<file path="src/rtl/hazard_pkg.sv">
// Shared encodings for the hazard scoreboard.
//   FWD_*     : per-operand forward select driven to E (RF, W-stage result, M-stage result).
//   AGE_*     : pipeline stage of an in-flight register writer (E=1, M=2, W=3).
//   MUL_CNT_W : width of the multiply occupancy counter (MUL_LAT up to 8).
//   sb_entry_t: one scoreboard slot.
package hazard_pkg;

  localparam logic [1:0] FWD_RF = 2'b00;
  localparam logic [1:0] FWD_W  = 2'b01;
  localparam logic [1:0] FWD_M  = 2'b10;

  localparam logic [1:0] AGE_E = 2'd1;
  localparam logic [1:0] AGE_M = 2'd2;
  localparam logic [1:0] AGE_W = 2'd3;

  localparam int unsigned MUL_CNT_W = 3;

  typedef struct packed {
    logic       busy;
    logic [1:0] age;
    logic       load;
  } sb_entry_t;

endpackage

</file>
<file path="src/rtl/sb_entry.sv">
// One scoreboard slot: tracks whether a register has an in-flight writer, the stage that
// writer is in, and whether it is a load.
//   clk_i   : clock
//   rst_ni  : synchronous active-low reset
//   set_i   : a writer to this register enters E this cycle (wins over aging/retire)
//   load_i  : that writer is a load
//   hold_i  : E is stalled, freeze age
//   entry_o : current slot state
module sb_entry
  import hazard_pkg::*;
(
  input  logic      clk_i,
  input  logic      rst_ni,
  input  logic      set_i,
  input  logic      load_i,
  input  logic      hold_i,
  output sb_entry_t entry_o
);

  sb_entry_t entry_q, entry_d;

  always_comb begin
    entry_d = entry_q;
    if (set_i) begin
      entry_d.busy = 1'b1;
      entry_d.age  = AGE_E;
      entry_d.load = load_i;
    end else if (!hold_i && entry_q.busy) begin
      if (entry_q.age == AGE_W) begin
        entry_d = '0;
      end else begin
        entry_d.age = entry_q.age + 2'd1;
      end
    end
  end

  always_ff @(posedge clk_i) begin
    if (!rst_ni) begin
      entry_q <= '0;
    end else begin
      entry_q <= entry_d;
    end
  end

  assign entry_o = entry_q;

endmodule

</file>
<file path="src/rtl/hazard_sb.sv">
// Hazard scoreboard for a 5-stage pipeline (F, D, E, M, W).
// Detects load-use hazards, multi-cycle multiply occupancy, PC-writing instructions and
// taken branches, and produces pipeline stall/flush controls plus registered forward selects.
//   clk, reset          : clock, synchronous active-low reset
//   issue_d             : valid instruction in D
//   src_d, src_used_d   : D source registers (RW bits each) and per-operand read mask
//   dst_d, wr_d         : D destination register and write enable
//   load_d, mul_d, pcwr_d : D instruction is a load / multiply / writes PC
//   branch_taken_e      : branch in E resolved taken
//   stall_f/d/e, flush_d/e : pipeline controls
//   fwd_e               : registered forward select per operand for the instruction in E
module hazard_sb
  import hazard_pkg::*;
#(
  parameter int unsigned NREG    = 16,
  parameter int unsigned NSRC    = 3,
  parameter int unsigned MUL_LAT = 3,
  localparam int unsigned RW     = $clog2(NREG)
) (
  input  logic                clk,
  input  logic                reset,
  input  logic                issue_d,
  input  logic [NSRC*RW-1:0]  src_d,
  input  logic [NSRC-1:0]     src_used_d,
  input  logic [RW-1:0]       dst_d,
  input  logic                wr_d,
  input  logic                load_d,
  input  logic                mul_d,
  input  logic                pcwr_d,
  input  logic                branch_taken_e,
  output logic                stall_f,
  output logic                stall_d,
  output logic                stall_e,
  output logic                flush_d,
  output logic                flush_e,
  output logic [NSRC*2-1:0]   fwd_e
);

  sb_entry_t sb [NREG];

  logic                 advance, mul_busy, branch_eff, load_use, pcwr_busy, stall_d_raw;
  logic [NSRC-1:0]      lu_src;
  logic [NSRC*2-1:0]    sel;
  logic [MUL_CNT_W-1:0] mul_cnt_q, mul_cnt_d;
  logic [2:0]           pcwr_trk_q, pcwr_trk_d;  // [0]=E, [1]=M, [2]=W
  logic [NSRC*2-1:0]    fwd_q, fwd_d;

  for (genvar r = 0; r < NREG; r++) begin : g_sb
    sb_entry u_entry (
      .clk_i   (clk),
      .rst_ni  (reset),
      .set_i   (advance && wr_d && (dst_d == RW'(r))),
      .load_i  (load_d),
      .hold_i  (mul_busy),
      .entry_o (sb[r])
    );
  end

  // Lookups use the registered scoreboard, so a same-cycle D write never affects its own
  // sources.
  for (genvar s = 0; s < NSRC; s++) begin : g_src
    sb_entry_t src_ent;
    logic      hit;
    assign src_ent    = sb[src_d[s*RW +: RW]];
    assign hit        = src_used_d[s] && src_ent.busy;
    assign lu_src[s]  = hit && (src_ent.age == AGE_E) && src_ent.load;
    assign sel[s*2 +: 2] = !hit                    ? FWD_RF :
                           (src_ent.age == AGE_E)  ? FWD_M  :
                           (src_ent.age == AGE_M)  ? FWD_W  : FWD_RF;
  end

  assign mul_busy    = (mul_cnt_q != '0);
  // A branch cannot resolve while a multiply owns E; ignore it then.
  assign branch_eff  = branch_taken_e && !mul_busy;
  assign load_use    = issue_d && (|lu_src);
  assign pcwr_busy   = (issue_d && pcwr_d) || pcwr_trk_q[0] || pcwr_trk_q[1];
  assign stall_d_raw = (load_use || mul_busy) && !branch_eff;
  assign advance     = issue_d && !stall_d_raw && !branch_eff;

  always_comb begin
    mul_cnt_d  = mul_cnt_q;
    pcwr_trk_d = pcwr_trk_q;
    fwd_d      = fwd_q;
    if (mul_busy) begin
      mul_cnt_d = mul_cnt_q - 1'b1;
    end else begin
      if (advance && mul_d) begin
        mul_cnt_d = MUL_CNT_W'(MUL_LAT - 1);
      end
      pcwr_trk_d = {pcwr_trk_q[1:0], advance && pcwr_d};
      // Bubbles (flush or no advance) enter E with no forwarding.
      fwd_d      = advance ? sel : '0;
    end
  end

  always_ff @(posedge clk) begin
    if (!reset) begin
      mul_cnt_q  <= '0;
      pcwr_trk_q <= '0;
      fwd_q      <= '0;
    end else begin
      mul_cnt_q  <= mul_cnt_d;
      pcwr_trk_q <= pcwr_trk_d;
      fwd_q      <= fwd_d;
    end
  end

  // Controls are forced low while reset is asserted so an aborted multiply stops at once.
  assign stall_f = reset && (load_use || mul_busy || pcwr_busy);
  assign stall_d = reset && stall_d_raw;
  assign stall_e = reset && mul_busy;
  assign flush_d = reset && (pcwr_busy || pcwr_trk_q[2] || branch_eff);
  assign flush_e = reset && (load_use || branch_eff);
  assign fwd_e   = fwd_q;

endmodule

</file>
<file path="config.mk">
export PLATFORM = sky130hd
export DESIGN_NAME = hazard_sb
export DESIGN_NICKNAME = d
export VERILOG_FILES = /design/src/rtl/hazard_pkg.sv /design/src/rtl/sb_entry.sv /design/src/rtl/hazard_sb.sv
export SDC_FILE = /design/constraint.sdc
export NUM_CORES = 1
export LEC_CHECK = 0
export BUFFER_PORTS_ARGS = -buffer_cell sky130_fd_sc_hd__buf_2
export CAP_MARGIN = 25
export CORE_MARGIN = 4
export CORE_UTILIZATION = 35
export DETAILED_ROUTE_END_ITERATION = 8
export MAX_ROUTING_LAYER = met4
export PLACE_DENSITY = 0.48
export SLEW_MARGIN = 20
export SYNTH_ARGS = -nofsm -noshare
export SYNTH_HDL_FRONTEND = slang
export SYNTH_SLANG_ARGS = --single-unit
</file>
<file path="constraint.sdc">
create_clock -name clk -period 3.27 [get_ports clk]
set_input_delay 0.327 -clock clk [delete_from_list [all_inputs] [get_ports clk]]
set_output_delay 0.327 -clock clk [all_outputs]
set_load 0.01 [all_outputs]
</file>
After elaboration in Yosys (flattened, before gate mapping)
Index checks and enable logic that the tools add are counted.
- order comparisons: 3
- multipliers: 0
- equal/unequal tests: 37
- divide/modulo/power cells: 0
- bitwise logic cells: 4
- mux-type cells: 85
- shift operators: 0
- reduce and logical (&&, ||, !) cells: 133
- $add $sub $neg: 17
- operators by type and width (operator ; number):
    2-to-1 mux 4 bit ; 38
    nonzero test 2 bit ; 33
    logical AND 1 bit ; 55
    binary-select mux 4 bit (select 4 bit) ; 3
    2-to-1 mux 2 bit ; 22
    == test 2 bit, second input constant ; 19
    adder 2 x 1 -> 2 bit, second input constant ; 16
    == test 4 bit, second input constant ; 8
    AND reduction 2 bit ; 16
    OR reduction 2 bit ; 16
    2-to-1 mux 1 bit ; 19
    == test 4 x 3 -> 1 bit, second input constant ; 4
    >= comparator 5 bit, second input constant ; 3
    NOT 4 -> 5 bit ; 3
    == test 4 x 2 -> 1 bit, second input constant ; 2
    logical OR 1 bit ; 7
    == test 2 x 1 -> 1 bit, second input constant ; 3
    2-to-1 mux 3 bit ; 2
    2-to-1 mux 6 bit ; 1
    == test 4 x 1 -> 1 bit, second input constant ; 1
    logical NOT 4 bit ; 1
    logical NOT 1 bit ; 3
    nonzero test 3 bit ; 1
    OR reduction 3 bit ; 1
    other kinds (2) ; 2
- register bits after elaboration: 76
- latch bits: 0
- bits in read-only memories: 0
- RAM bits: 0
- memories: 0
- input bits: 27

Depth between registers and ports, before layout
Gate-level depths: netlist of run 1.
- depth after elaboration: 18
- mapped depth: 11
- depth with buffers taken out: 8

By module
From an unflattened synthesis of run 1, not the netlist that was laid out.
- cell total of the unflattened synthesis: 516
- area total of the unflattened synthesis: 5231.3 µm²
- by module, submodules not included (module ; cells an instance ; area an instance (µm²) ; sequential area each (µm²) ; instances):
    sb_entry ; 18 ; 180.2 ; 80.1 ; 16
    hazard_sb ; 228 ; 2348.5 ; 240.2 ; 1

Least setup slack after synthesis of run 1
OpenSTA, ideal clock, no wires.
- path kind: input to register
- from: input port src_d[2]
- to: register g_sb[1].u_entry.entry_q, in the netlist g_sb[1].u_entry.entry_o[0]
- data arrival time: 2405 ps
- stages: 10
- library setup time: 72 ps
- required time: 3198 ps
- path slack: 793 ps
- cell sequence: buf_2 > buf_2 > mux4_2 > o32ai_1 > a211oi_1 > nand3_1 > nand4b_4 > buf_6 > nor4_4 > mux2i_1
- cells in the longest elaborated chain, start to end: 18
- elaborated cells on any way between the ends: 21
- those cells by class: eq/ne (1); mux (4); bitwise (1); reduce/logical (15)
- ends and longest elaborated chain (what ; RTL line ; text):
    start, declared ; hazard_sb.sv:23 ; input logic [NSRC*RW-1:0] src_d,
    NOT 4 -> 5 bit (not written as such) * ; hazard_sb.sv:64 ; assign src_ent = sb[src_d[s*RW +: RW]];
    binary-select mux 4 bit (select 4 bit) * ; hazard_sb.sv:64 ;
    2-to-1 mux 4 bit (not written as such) * (2 in a row) ; hazard_sb.sv:64 ;
    == test 2 x 1 -> 1 bit / logical AND 1 bit (equally long branches) ; hazard_sb.sv:66, hazard_sb.sv:65 ;
    logical AND 1 bit ; hazard_sb.sv:66 ; assign lu_src[s] = hit && (src_ent.age == AGE_E) && src_ent.load;
    logical AND 1 bit * ; hazard_sb.sv:66 ;
    OR reduction 3 bit * ; hazard_sb.sv:75 ; assign load_use = issue_d && (|lu_src);
    logical AND 1 bit * ; hazard_sb.sv:75 ;
    logical OR 1 bit * ; hazard_sb.sv:77 ; assign stall_d_raw = (load_use || mul_busy) && !branch_eff;
    logical AND 1 bit * ; hazard_sb.sv:77 ;
    logical NOT 1 bit * ; hazard_sb.sv:78 ; assign advance = issue_d && !stall_d_raw && !branch_eff;
    logical AND 1 bit * (2 in a row) ; hazard_sb.sv:78 ;
    logical AND 1 bit * (2 in a row) ; hazard_sb.sv:52 ; .set_i (advance && wr_d && (dst_d == RW'(r))),
    nonzero test 2 bit (no line) ; n/a ;
    AND reduction 2 bit (no line) ; n/a ;
    end signal, assigned ; sb_entry.sv:41 ; entry_q <= entry_d;
    end, declared ; sb_entry.sv:20 ; sb_entry_t entry_q, entry_d;
Every way passes the cells marked *; elsewhere a longest branch is shown, timed or not. The select of a mux whose other input is x is not followed.
A chain may end at the register's enable or synchronous reset.

Worst setup path in the final report of run 1
- from: register g_sb[3].u_entry.entry_q, in the netlist g_sb[3].u_entry.entry_o[2]
- to: output port stall_f
- cells in the longest elaborated chain, start to end: 11
- elaborated cells on any way between the ends: 23
- those cells by class: eq/ne (3); mux (9); reduce/logical (11)
- ends and longest elaborated chain (what ; RTL line ; text):
    start, declared ; sb_entry.sv:20 ;
    start signal, assigned ; sb_entry.sv:41 ;
    binary-select mux 4 bit (select 4 bit) ; hazard_sb.sv:64 ;
    2-to-1 mux 4 bit (not written as such) (2 in a row) ; hazard_sb.sv:64 ;
    == test 2 x 1 -> 1 bit ; hazard_sb.sv:66 ;
    logical AND 1 bit (2 in a row) ; hazard_sb.sv:66 ;
    OR reduction 3 bit * ; hazard_sb.sv:75 ;
    logical AND 1 bit * ; hazard_sb.sv:75 ;
    logical OR 1 bit * (2 in a row) ; hazard_sb.sv:109 ; assign stall_f = reset && (load_use || mul_busy || pcwr_busy);
    logical AND 1 bit * ; hazard_sb.sv:109 ;
    end, declared ; hazard_sb.sv:31 ; output logic stall_f,
Marks and branches as above.

==> results of run 1 <==
synthesized netlist by cell type, drive strengths merged:
cell type  number
a2111oi         2
a211oi          4
a21boi         16
a21o           16
a21oi           8
a22oi          10
a2bb2oi         1
a31oi           1
a41o            1
and2            6
and3            3
and4b           1
buf            14
clkbuf         21
clkinv          1
dfxtp          76
ha             19
inv            10
mux2i          46
mux4           42
nand2          42
nand2b          6
nand3          49
nand3b          2
nand4b          1
nor2           15
nor2b          12
nor3           46
nor3b           1
nor4            4
o2111ai         1
o211ai          1
o21a           32
o21ai           2
o2bb2ai         4
o32ai           3
o41ai           1
or3b            1
or4b            3
critical path, stage by stage, from the launching register on:
cell	delay, ns
dfxtp_1	0.36
mux4_2	0.48
a22oi_1	0.33
and3_1	0.23
and2_1	0.15
nand3_1	0.17
nand3_1	0.19
nand2_1	0.09
a31oi_1	0.15
buf_2	0.16
cell type report:
cell class                      count  area (sq um)
Fill cell                        1447          8687
Multi-Input combinational cell    402          3552
Sequential cell                    76          1521
Timing Repair Buffer               49         300.3
Clock buffer                       12         266.5
Tap cell                          184         230.2
Clock inverter                      3         45.04
Inverter                           11         41.29
sequential cells by signal, indices dropped and copies added, names as in the netlist:
signal                cells
fwd_e                     6
mul_cnt_q                 3
g_sb.u_entry.entry_o     64
pcwr_trk_q                3
cell usage in the layout (no fill, tap or decap), types with 9 or more instances in the layout:
cell type / n
a21boi_0: 16
dfxtp_1: 76
nor2b_1: 12
nor3_2: 9
nor3_1: 34
o21a_1: 32
a22oi_1: 10
mux2i_1: 46
inv_1: 10
nand2_1: 42
ha_1: 18
buf_2: 37
nand3_1: 48
a21o_1: 16
nor2_1: 15
mux4_2: 39
clkbuf_16: 9
buf_4: 10
worst max-delay path by stage:
| stage | from | to |
|---|---|---|
| floorplan | src_d[2] | g_sb[1].u_entry.entry_o[0] |
| global placement | src_d[9] | g_sb[8].u_entry.entry_o[3] |
| detailed placement | src_d[8] | g_sb[8].u_entry.entry_o[1] |
| CTS | g_sb[12].u_entry.entry_o[3] | stall_f |
| global route | g_sb[3].u_entry.entry_o[2] | stall_f |
| finish | g_sb[3].u_entry.entry_o[2] | stall_f |
through the flow:
| step | setup WS (ns) | hold WS (ns) | utilization (%) | instance area, sq um | total power, mW |
|---|---|---|---|---|---|
| final | 0.2886 | 0.3839 | 40.68 | 5957 | 2.497 |
| after CTS | 0.1543 | 0.3803 | 40.63 | 5949 | 2.532 |
| after global routing | 0.07825 | 0.4020 | 40.68 | 5957 | 2.615 |
| after global placement | 0.1995 | 0.4363 | 38.50 | 5638 | 1.474 |
| after detailed placement | 0.1928 | 0.4440 | 38.50 | 5638 | 1.482 |
| after floorplan | 0.7931 | 0.4294 | - | 5289 | 1.324 |
metal layers:
| layer | vias to the layer above | share of wire [%] |
|---|---|---|
| met5 | - | 0 |
| met4 | 0 | 2.4 |
| met3 | 20 | 5.6 |
| met2 | 133 | 47 |
| met1 | 2204 | 45 |
| li1 | 2056 | - |
cells by family after synthesis:
family                     synth area share (%)
adders and majority gates                 4.495
muxes                                     26.80
buffers and inverters                     4.258
and+or+nand+nor                           21.22
DFF                                       28.77
AOI/OAI and AO/OA                         14.46
power breakdown:
part | switching [mW] | total, mW | leakage, nW | internal, mW
clock | 0.393 | 1.04 | 0.147 | 0.649
combinational | 0.328 | 0.493 | 1.71 | 0.165
sequential | 0.0180 | 0.962 | 0.613 | 0.944
total | 0.739 | 2.50 | 2.47 | 1.76
timing repair:
| item | CTS | global route |
|---|---|---|
| setup endpoints to repair | 0 | 2 |
| resized for setup | 0 | 1 |
| endpoints found under the hold margin | 0 | 0 |
==> results.py, run 1 <==
metrics = {
    "run_status": {
        "status": "finished, final reports clean",
    },
    "setup_path": {
        "required_ns": 2.94,
        "reg2reg_depth": 10,
        "start_kind": "flip-flop",
        "critPathCaptureType": "output port",
        "r2r_start": "g_sb[3].u_entry.entry_o[1]",
        "r2r-end": "g_sb[8].u_entry.entry_o[0]",
        "worst-setup-path-type": "flip-flop to output port",
        "r2r_setup_slack_ns": 0.40,
        "crit_fanout": 5,
        "arrival_ns": 2.65,
    },
    "synthesis": {
        "yosys.area.top_type": "dfxtp_1",
        "syn_area_sq_mm": 0.005289,
        "synth.top_cell.area_share_pct": 28.77,
        "synth_seq_area_share_pct": 28.77,
        "netlist_top_cells_area": "dfxtp_1 29%, mux4_2 17%, mux2i_1 8.7%",
        "syn_inst": 524,
        "ys_warn_count": 0,
        "syn_nets": 570,
        "synth.avg_cell_area_sq_um": 10.09,
        "ys_seq_elements": 76,
        "synth.distinct_cells": 45,
    },
    "routing": {
        "drc": 0,
        "antenna_left": 0,
        "drtIter0Drc": 275,
        "first_pass_iters": 4,
        "vias": 4413,
        "wirelength_um": 15530,
        "avgRoutedWirePerCell_um": 21.08,
        "viasPerCell": 5.988,
    },
    "placed_design": {
        "port_buffers": 37,
        "hpwl_um": 12000,
        "dp.cells": 722,
        "place.gp.congestion": 0.8999,
    },
    "hold_path": {
        "min_from": "pcwr_d",
        "min_to": "pcwr_trk_q[0]",
        "hold_class": "primary input to flip-flop",
        "min_delay_path_depth": 4,
    },
    "power": {
        "worst_ir_drop_vdd_mv": 0.2442,
        "power.density_mw_per_mm2": 419.1,
        "power_leakage_nw": 2.469,
    },
    "die": {
        "start_util_pct": 36.12,
        "die_h_um": 130.9,
        "die_area_sq_mm": 0.01714,
        "die_w_um": 130.9,
        "top_level_ports": 38,
        "row_count": 44,
        "core_area_sq_mm": 0.01464,
    },
    "cts": {
        "cts.sinks": 76,
        "post_cts_buffers": 0,
        "clockBufferDepth": 2,
        "cts_max_level": 3,
        "clk_latency_ns": 0.35,
        "root_buffer": "clkbuf_16",
        "cts_made_buffers": 9,
        "cts_tree": "done",
        "cts_hold_buf": 0,
        "clkTransAtPathRegs_ns": 0.06,
    },
    "global_routing": {
        "grt_max_degree": 57,
        "use_met1_pct": 25.28,
        "gr-total-overflow": 0,
        "grt_antenna_before_repair": 0,
        "grtUsageMet2_pct": 30.80,
        "grt-busiest-layer": "met2",
        "grt_pass1_vias": 4284,
        "grtUsageMet3_pct": 3.740,
        "grt_use_total_pct": 19.52,
        "grt_pass1_wl_um": 24210,
    },
    "finish": {
        "drive_gt1_share_pct": 22.42,
        "syn_to_final_growth_pct": 12.63,
        "n_antenna_cell": 0,
        "finalNonFillerCells": 737,
        "finalNetCount": 595,
    },
    "sta": {
        "fin_setup_tns_ns": 0,
        "hold_viol": 0,
        "finalCriticalPeriod_ns": 2.981,
        "rsz0062_at_grt": "false",
        "fin_crit_sh_pct": 91.17,
        "slew_headroom_pct": 48.46,
        "slew_violations": 0,
        "fmax_ghz": 0.3354,
        "fin_skew_ns": 0.005952,
        "setup_viol": 0,
        "tightest_slew_ns": 0.7713,
    },
    "run": {
        "maxCapViolCount": 0,
    },
}
Note: power is estimated with default switching activity, not from simulation.
==> run 2: changes to the inputs <==
REMOVE_ABC_BUFFERS = 1   (was default)
==> results.py, run 2 (synthesis gave the netlist of run 1 again) <==
metrics = {
    "run_status": {
        "status": "finished, final reports clean",
    },
    "routing": {
        "antenna_left": 0,
        "drc": 0,
        "wl_met1_um": 7068,
        "vias": 4382,
        "wirelength_um": 15550,
        "drtIter0Drc": 302,
        "viasPerCell": 5.930,
        "met2WireLength_um": 7373,
        "first_pass_iters": 5,
        "avgRoutedWirePerCell_um": 21.05,
        "route.top_layer_used": "met4",
        "wl_met3_um": 710,
    },
    "setup_path": {
        "arrival_ns": 2.63,
        "r2r_start": "g_sb[3].u_entry.entry_o[1]",
        "critPathCaptureType": "output port",
        "required_ns": 2.94,
        "worstSetupStartpoint": "g_sb[0].u_entry.entry_o[2]",
        "worst-setup-path-type": "flip-flop to output port",
        "reg2reg_depth": 9,
        "crit_fanout": 5,
        "start_kind": "flip-flop",
    },
    "finish": {
        "drive_gt1_share_pct": 22.52,
        "n_fill_cell": 1461,
        "largest_reg_flops": 64,
        "mostFrequentLayoutCell": "dfxtp_1",
        "syn_to_final_growth_pct": 12.02,
        "layout_common_cells": "76 x dfxtp_1, 48 x nand3_1, 46 x mux2i_1",
        "finish.utilization_pct": 40.46,
        "register_area_sq_mm": 0.001521,
        "finalNetCount": 596,
        "multi_input_area_sq_mm": 0.003545,
        "design_area_sq_mm": 0.005924,
        "n_antenna_cell": 0,
    },
    "global_routing": {
        "grt_max_degree": 32,
        "grt_pass1_vias": 4281,
        "grt_use_total_pct": 19.85,
        "grt_pass1_wl_um": 24900,
        "gr-total-overflow": 0,
        "grt_antenna_before_repair": 0,
    },
    "hold_path": {
        "hold_class": "primary input to flip-flop",
        "min_delay_path_depth": 4,
        "min_from": "pcwr_d",
    },
    "die": {
        "core_area_sq_mm": 0.01464,
        "row_count": 44,
        "die_area_sq_mm": 0.01714,
        "die_h_um": 130.9,
        "top_level_ports": 38,
        "start_util_pct": 36.12,
        "die_w_um": 130.9,
    },
    "sta": {
        "slew_violations": 0,
        "slew_headroom_pct": 49.86,
        "finalCriticalPeriod_ns": 2.952,
        "rsz0062_at_grt": "false",
        "setup_viol": 0,
        "setup_ws_ns": 0.3178,
        "fin_skew_ns": 0.007123,
        "fin_setup_tns_ns": 0,
        "hold_viol": 0,
        "fin_crit_sh_pct": 90.28,
        "hold_slack_ns": 0.3623,
        "fmax_ghz": 0.3387,
        "tightest_slew_ns": 0.7503,
    },
    "placed_design": {
        "dp_slack_ns": 0.2115,
        "place.gp.congestion": 0.9142,
        "hpwl_um": 11950,
        "port_buffers": 37,
        "placed_cell_area_sq_mm": 0.005645,
    },
    "run": {
        "maxCapViolCount": 0,
    },
    "cts": {
        "cts.sinks": 76,
        "clockBufferDepth": 2,
        "clkTransAtPathRegs_ns": 0.06,
        "cts_max_level": 3,
        "cts_tree": "done",
        "post_cts_buffers": 0,
        "cts_made_buffers": 9,
        "root_buffer": "clkbuf_16",
        "clk_latency_ns": 0.35,
        "cts_resized": 0,
        "cts_hold_buf": 0,
    },
    "power": {
        "worst_ir_drop_vdd_mv": 0.2260,
        "power_leakage_nw": 2.461,
        "power.density_mw_per_mm2": 403.6,
    },
}
run 2: path summary, 6_finish.rpt:
kind | end | slack, ns
worst max-delay path | stall_f | 0.32
worst min-delay path | pcwr_trk_q[0] | 0.36
worst max register to register | g_sb[7].u_entry.entry_o[0] | 0.49
worst min register to register | mul_cnt_q[0] | 0.46
run 2: power breakdown:
part,internal [mW],switching (mW)
logic,0.164,0.322
registers,0.944,0.0178
clock network,0.533,0.410
run 2: metal layers:
metal,vias to the layer above,global-route usage [%]
li1,2070,-
met1,2163,26.61
met2,121,30.29
met3,28,3.008
met4,0,7.743
met5,-,-
run 2: layout make-up:
class	instances	area share, %
clock inverters	6	0.6758
inverters	11	0.6969
repair buffers	50	5.195
well taps	184	3.886
multi-input cells	402	59.83
clock buffers	10	4.034
flip-flops and latches	76	25.68
run 2: worst max-delay path, stage by stage (launching register included):
cell and delay [ns]:
dfxtp_1 0.37, mux4_2 0.48, a22oi_1 0.32, and3_1 0.22, and2_1 0.14, nand3_1 0.16
nand3_1 0.20, nand2_1 0.09, a31oi_1 0.15, buf_2 0.15
run 2: metrics by stage:
step / instances / power, mW
finish: 739 / 2.391
global route: 739 / 2.513
CTS: 739 / 2.424
detailed placement: 723 / 1.476
global placement: 723 / 1.467
floorplan: 489 / 1.253
